==> src/rtl/mips_pkg.sv <==
// Shared fetch-stage types and defaults for the MIPS front end.
// Latency: n/a (types and constants only).
// Backpressure: n/a.
package mips_pkg;

    localparam int          DEFAULT_WIDTH    = 32;
    localparam logic [31:0] DEFAULT_RESET_PC = 32'h0000_0000;

    // ISSUE: request on the bus; WAIT_RESP: one request in flight; HOLD: instruction presented
    typedef enum logic [1:0] {
        FS_ISSUE     = 2'd0,
        FS_WAIT_RESP = 2'd1,
        FS_HOLD      = 2'd2
    } fetch_state_e;

endpackage

==> src/rtl/fetch_perf_counter.sv <==
// Fetch performance counters: instructions advanced and stalled-hold cycles.
// Latency: counts visible one cycle after the qualifying event.
// Backpressure: none; both counters wrap at 2^32.
module fetch_perf_counter (
    input  logic        clk,
    input  logic        rst,
    input  logic        i_fetch_adv,
    input  logic        i_stall_cyc,
    output logic [31:0] o_perf_fetched,
    output logic [31:0] o_perf_stalls
);

    logic [31:0] r_fetched;
    logic [31:0] r_stalls;

    // Free-running event counters, cleared only by reset
    always_ff @(posedge clk) begin
        if (rst) begin
            r_fetched <= '0;
            r_stalls  <= '0;
        end else begin
            if (i_fetch_adv) r_fetched <= r_fetched + 32'd1;
            if (i_stall_cyc) r_stalls  <= r_stalls + 32'd1;
        end
    end

    assign o_perf_fetched = r_fetched;
    assign o_perf_stalls  = r_stalls;

endmodule

==> src/rtl/fetch_unit.sv <==
// Instruction fetch unit: one outstanding imem request, presents instr/pc+4 to the F/D register.
// Latency: accept edge + response edge, so valid_f rises at the earliest two cycles after acceptance.
// Backpressure: stall_f holds the presented instruction and pc; redirect overrides everything.
// Optional perf counters built when FETCH_PERF_CNT_EN is defined; otherwise they read 0.
module fetch_unit
    import mips_pkg::*;
#(
    parameter int               WIDTH    = DEFAULT_WIDTH,
    parameter logic [WIDTH-1:0] RESET_PC = WIDTH'(DEFAULT_RESET_PC)
) (
    input  logic             clk,
    input  logic             rst,
    input  logic             stall_f,
    input  logic             redirect,
    input  logic [WIDTH-1:0] redirect_pc,
    output logic             imem_req,
    output logic [WIDTH-1:0] imem_addr,
    input  logic             imem_ready,
    input  logic             imem_rvalid,
    input  logic [WIDTH-1:0] imem_rdata,
    output logic [WIDTH-1:0] instr_f,
    output logic [WIDTH-1:0] pc_plus4_f,
    output logic             valid_f,
    output logic             fd_en,
    output logic             fd_clr,
    output logic [31:0]      perf_fetched,
    output logic [31:0]      perf_stalls
);

    fetch_state_e     r_state;
    logic [WIDTH-1:0] r_pc;
    logic             r_kill;
    logic [WIDTH-1:0] r_instr;
    logic [WIDTH-1:0] r_pc_plus4;
    logic             r_valid;

    logic [WIDTH-1:0] w_pc_plus4;

    assign w_pc_plus4 = r_pc + WIDTH'(4);

    // A redirect withdraws an unaccepted request in the same cycle, so the memory
    // never sees a fetch for a path that is already dead.
    assign imem_req   = (r_state == FS_ISSUE) && !redirect && !rst;
    assign imem_addr  = r_pc;
    assign instr_f    = r_instr;
    assign pc_plus4_f = r_pc_plus4;
    assign valid_f    = r_valid;
    assign fd_en      = r_valid && !stall_f && !redirect && !rst;
    assign fd_clr     = redirect && !rst;

    // Fetch FSM: redirect beats stall and every transition; kill marks an in-flight
    // response that belongs to a squashed path.
    always_ff @(posedge clk) begin
        if (rst) begin
            r_state    <= FS_ISSUE;
            r_pc       <= RESET_PC;
            r_kill     <= 1'b0;
            r_instr    <= '0;
            r_pc_plus4 <= '0;
            r_valid    <= 1'b0;
        end else if (redirect) begin
            r_pc    <= redirect_pc;
            r_valid <= 1'b0;
            if (r_state == FS_WAIT_RESP && !imem_rvalid) begin
                r_kill <= 1'b1;
            end else begin
                r_kill  <= 1'b0;
                r_state <= FS_ISSUE;
            end
        end else begin
            case (r_state)
                FS_ISSUE: begin
                    if (imem_ready) r_state <= FS_WAIT_RESP;
                end
                FS_WAIT_RESP: begin
                    if (imem_rvalid) begin
                        if (r_kill) begin
                            r_kill  <= 1'b0;
                            r_state <= FS_ISSUE;
                        end else begin
                            r_instr    <= imem_rdata;
                            r_pc_plus4 <= w_pc_plus4;
                            r_valid    <= 1'b1;
                            r_state    <= FS_HOLD;
                        end
                    end
                end
                FS_HOLD: begin
                    if (!stall_f) begin
                        r_pc    <= w_pc_plus4;
                        r_valid <= 1'b0;
                        r_state <= FS_ISSUE;
                    end
                end
                default: begin
                    r_state <= FS_ISSUE;
                    r_valid <= 1'b0;
                end
            endcase
        end
    end

`ifdef FETCH_PERF_CNT_EN
    logic w_fetch_adv;
    logic w_stall_cyc;

    assign w_fetch_adv = (r_state == FS_HOLD) && !stall_f && !redirect;
    assign w_stall_cyc = (r_state == FS_HOLD) && stall_f && !redirect;

    fetch_perf_counter u_perf (
        .clk            (clk),
        .rst            (rst),
        .i_fetch_adv    (w_fetch_adv),
        .i_stall_cyc    (w_stall_cyc),
        .o_perf_fetched (perf_fetched),
        .o_perf_stalls  (perf_stalls)
    );
`else
    assign perf_fetched = 32'd0;
    assign perf_stalls  = 32'd0;
`endif

endmodule

==> config.mk <==
export PLATFORM = sky130hd
export DESIGN_NAME = fetch_unit
export DESIGN_NICKNAME = d
export VERILOG_FILES = /design/src/rtl/mips_pkg.sv /design/src/rtl/fetch_perf_counter.sv /design/src/rtl/fetch_unit.sv
export SDC_FILE = /design/constraint.sdc
export NUM_CORES = 1
export LEC_CHECK = 0
export ABC_AREA = 1
export BUFFER_PORTS_ARGS = -buffer_cell sky130_fd_sc_hd__buf_2
export CORE_ASPECT_RATIO = 1.2
export CORE_MARGIN = 5
export CORE_UTILIZATION = 50
export CTS_CLUSTER_DIAMETER = 150
export CTS_CLUSTER_SIZE = 24
export DETAILED_ROUTE_END_ITERATION = 7
export PLACE_DENSITY_LB_ADDON = 0.3
export SLEW_MARGIN = 10
export SYNTH_ARGS = -nofsm -noshare
export SYNTH_HDL_FRONTEND = slang
export SYNTH_SLANG_ARGS = --single-unit
export TNS_END_PERCENT = 100
==> constraint.sdc <==
create_clock -name clk -period 4.1 [get_ports clk]
set_clock_uncertainty 0.15 [all_clocks]
set_input_delay 0.615 -clock clk [delete_from_list [all_inputs] [get_ports clk]]
set_output_delay 0.615 -clock clk [all_outputs]
set_load 0.005 [all_outputs]
# == Yosys cells after proc, flatten, opt, wreduce, memory -nomap -nowiden ==
# Index checks and enable logic that the tools add are counted.
# word_totals
output_inout_bits,164
mem_count,0
register_bits,100
romBits,0
ram_bits,0
inputBits,70
wordCells,59
latch_bits,0
# classes
reduce_logical,21
n_eq_ne,10
n_mul,0
addsub,1
magnitude_cmp,0
bitwise_logic,3
div,0
muxes,18
n_shift,0
# op_table
operator,count
32-bit two-way mux,3
"32-bit by 3-bit adder with 32-bit output, second input constant",1
2-bit two-way mux,6
4-bit AND reduction,3
"3-bit != test, second input constant",3
"2-bit != test, second input constant",4
1-bit logical AND,7
1-bit two-way mux,7
2-bit one-hot mux with 3 select lines,1
2-bit nonzero test,3
1-bit zero test,4
2-bit AND reduction,2
1-bit NOT,3
1-bit one-hot mux with 3 select lines,1
"2-bit by 1-bit == test with 1-bit output, second input constant",1
"2-bit == test, second input constant",1
2-bit zero test,1
"2-bit by 1-bit != test with 1-bit output, second input constant",1
2-bit OR reduction,1

# == Depth between registers and ports, before layout ==
# logic_depth
ltp_word,4
mapped_depth,10

# == Worst setup path after synthesis ==
# No wires, ideal clock.
# synth_path
path_kind,input-to-output
startpoint,input port redirect
endpoint,output port fd_en
arrival_time_ps,1255
t_required_ps,3335
cell_stages,5
path_slack_ps,2080
path_cell_list,buf_2 > clkbuf_1 > nor2_1 > nand2_1 > nor2_1
# synth_between
elab_chain_cells,3
# synth_rtl
item,line_no,source
start: declaration,fetch_unit.sv:14,"input logic redirect,"
1-bit zero test,fetch_unit.sv:48,assign fd_en = r_valid && !stall_f && !redirect && !rst;
1-bit logical AND (2 in a row),fetch_unit.sv:48,
end: declaration,fetch_unit.sv:24,"output logic fd_en,"
# Every way passes these cells.

# == Final worst setup path ==
# layout_path
startpoint,input port redirect
endpoint,output port fd_clr
# layout_between
elab_chain_cells,1
# layout_rtl
item,line_no,source
1-bit logical AND,fetch_unit.sv:49,assign fd_clr = redirect && !rst;
end: declaration,fetch_unit.sv:25,"output logic fd_clr,"
# Every way passes these cells.

==> reports/results.ini <==
[status]
status=completed

[clocking]
cts_buffer_depth=2
cts_buffers=9
cts.reportedPaths.clkPinSlew_ns=0.07
post_cts_buffers=0
cts.sinks=100
holdBufCountCts=0
root_buffer=clkbuf_16
cts_tree=done
ctsResizeCount=0
cts_htree_levels=3
clk_latency_ns=0.34

[detailed_routing]
via_per_inst=4.73
drt_pass1_iterations=4
routed_wl_um=13900
drc_errors=0
vias=4971
detail_route.wl_per_cell_um=13.2
antenna_left=0
drt-initial-drc-count=166

[logic_synthesis]
seq_area_frac_synth_pct=38.0
ys_async_sr_fraction_pct=0
ys_seq_elements=100
netlist_instances=769
synth_edf_count=0
synth_cell_types=32
synth_area_per_cell_um2=6.85
yosysWarnings=0
syn-cell-area_um2=5270
yosys.area.top_type_share_pct=38.0
ys.flop_type=dfxtp_1
synthTopCellsByArea=dfxtp_1, nor2_1, nand2_1
synth_top_area_cell=dfxtp_1

[setup_path]
critPathKind=in -> out
arrival_ns=1.79
required_ns=3.34
start_kind=primary input
endpoint_kind=output port
reg2reg_depth=7
crit_fanout=34

[final_layout]
layout_common_cells=buf_2, nor2_1, nand2_1, dfxtp_1, inv_1
n_fill_cell=1052
stdcell_count=1052
fin_util_pct=59.4
layout.nets=989
drive_gt1_share_pct=24.6
syn2layout_area_growth_pct=17.5
final_common_cell=buf_2
n_antenna_cell=0
fin_area_um2=6190

[timing]
finalCritPeriodShare_pct=62.3
rsz0062_at_grt=no
max_freq_mhz=391
fin_tns_setup_ns=0
tightest_slew_ns=1.09
slew_headroom_pct=26.9
drv_slew=0
fin_crit_ns=2.55
setup_viol=0
finalHoldViolations=0

[floorplan]
die_w_um=104
rows=41
die_area_um2=12700
initial_core_util_pct=50.6
ios=234
core_um2=10400
die_h_um=122

[grt]
grt_max_degree=61
antenna_found_initial=0
grt_pass1_wl_um=22100
grt_overflow=0
grt_usage_pct=21.0
grt_pass1_vias=4654

[pwr]
p_sw_share_pct=26.3
sequentialPowerShare_pct=50.1
p_int_uw=1540
p_clk_share_pct=38.2
vdd_drop_max_v=0.000190
power_density_nw_per_um2=338
power.leakage_uw=0.00327
p_total_uw=2090
p_sw_uw=549
pwr-share-comb_pct=11.7

[place]
hpwlAfterDp_um=10300
dpl-instance-area_um2=5910
dp.cells=1036
port_buffers=169
gp_congestion=0.850

[hold_path]
hold_path.class=reg -> reg
min_path_cells=2

[flow_run]
drv_cap=0

[cells in the mapped netlist, drive strengths merged, types with 3 or more instances]
cell type    n
a211oi       3
a21oi       29
a31oi        6
buf         79
clkbuf      19
dfxtp      100
inv         75
nand2      164
nand3       19
nor2       169
o21ai       82
xnor2        3
xor2        11
[worst max-delay path: stages]
cell and delay, ns:
buf_2 0.49, inv_1 0.23, nor2_1 0.28, buf_2 0.18
[flip-flops by register name, summed over array words and instances, names as in the netlist]
register,count
r_state,2
valid_f,1
pc_plus4_f,32
r_kill,1
imem_addr,32
instr_f,32
[logic make-up after synthesis]
group                    Yosys count  synth area share [%]
buffers and inverters            173                  17.4
other                              1                0.0712
AND/OR/NAND/NOR                  355                  28.8
flip-flops                       100                  38.0
AO/OA/AOI/OAI                    125                  12.5
adder cells (fa/ha/maj)            1                 0.237
XOR/XNOR                          14                  2.90
[through the flow]
stage,setup slack (ns),hold WS (ns)
final,1.55,0.318
after global routing,1.43,0.335
after CTS,1.52,0.321
after detailed placement,1.37,0.310
after global placement,1.45,0.303
after floorplan,2.08,0.289
[path summary, 6_finish.rpt]
path	from	slack [ns]	to
max	redirect	1.55	fd_clr
min	pc_plus4_f[4]$_SDFFE_PP0P_	0.32	pc_plus4_f[4]$_SDFFE_PP0P_
max reg2reg	r_state[0]$_SDFFE_PP0P_	1.94	instr_f[14]$_SDFFE_PP0P_
min reg2reg	pc_plus4_f[4]$_SDFFE_PP0P_	0.32	pc_plus4_f[4]$_SDFFE_PP0P_
[power by group through the flow]
stage | combinational (uW) | sequential [uW] | clock [uW]
floorplan | 182 | 1070 | 0
global placement | 243 | 1070 | 0
detailed placement | 245 | 1070 | 0
CTS | 247 | 1050 | 821
global route | 282 | 1050 | 850
finish | 245 | 1050 | 797
[area by class of cell]
cell class	instances	area (um2)	share of cell area (%)
multi-input cells	559	2590	41.8
flip-flops and latches	100	2000	32.3
repair buffers	173	876	14.2
inverters	75	282	4.55
clock buffers	11	243	3.92
well taps	129	161	2.61
clock inverters	5	36.3	0.586
[routing by layer]
layer / GRT usage (%) / part of all wire, %
met1: 25.2 / 42
met2: 36.8 / 48
met3: 5.37 / 8.1
met4: 6.88 / 1.8
met5: 0 / 0
(Power assumes the default switching activity.)
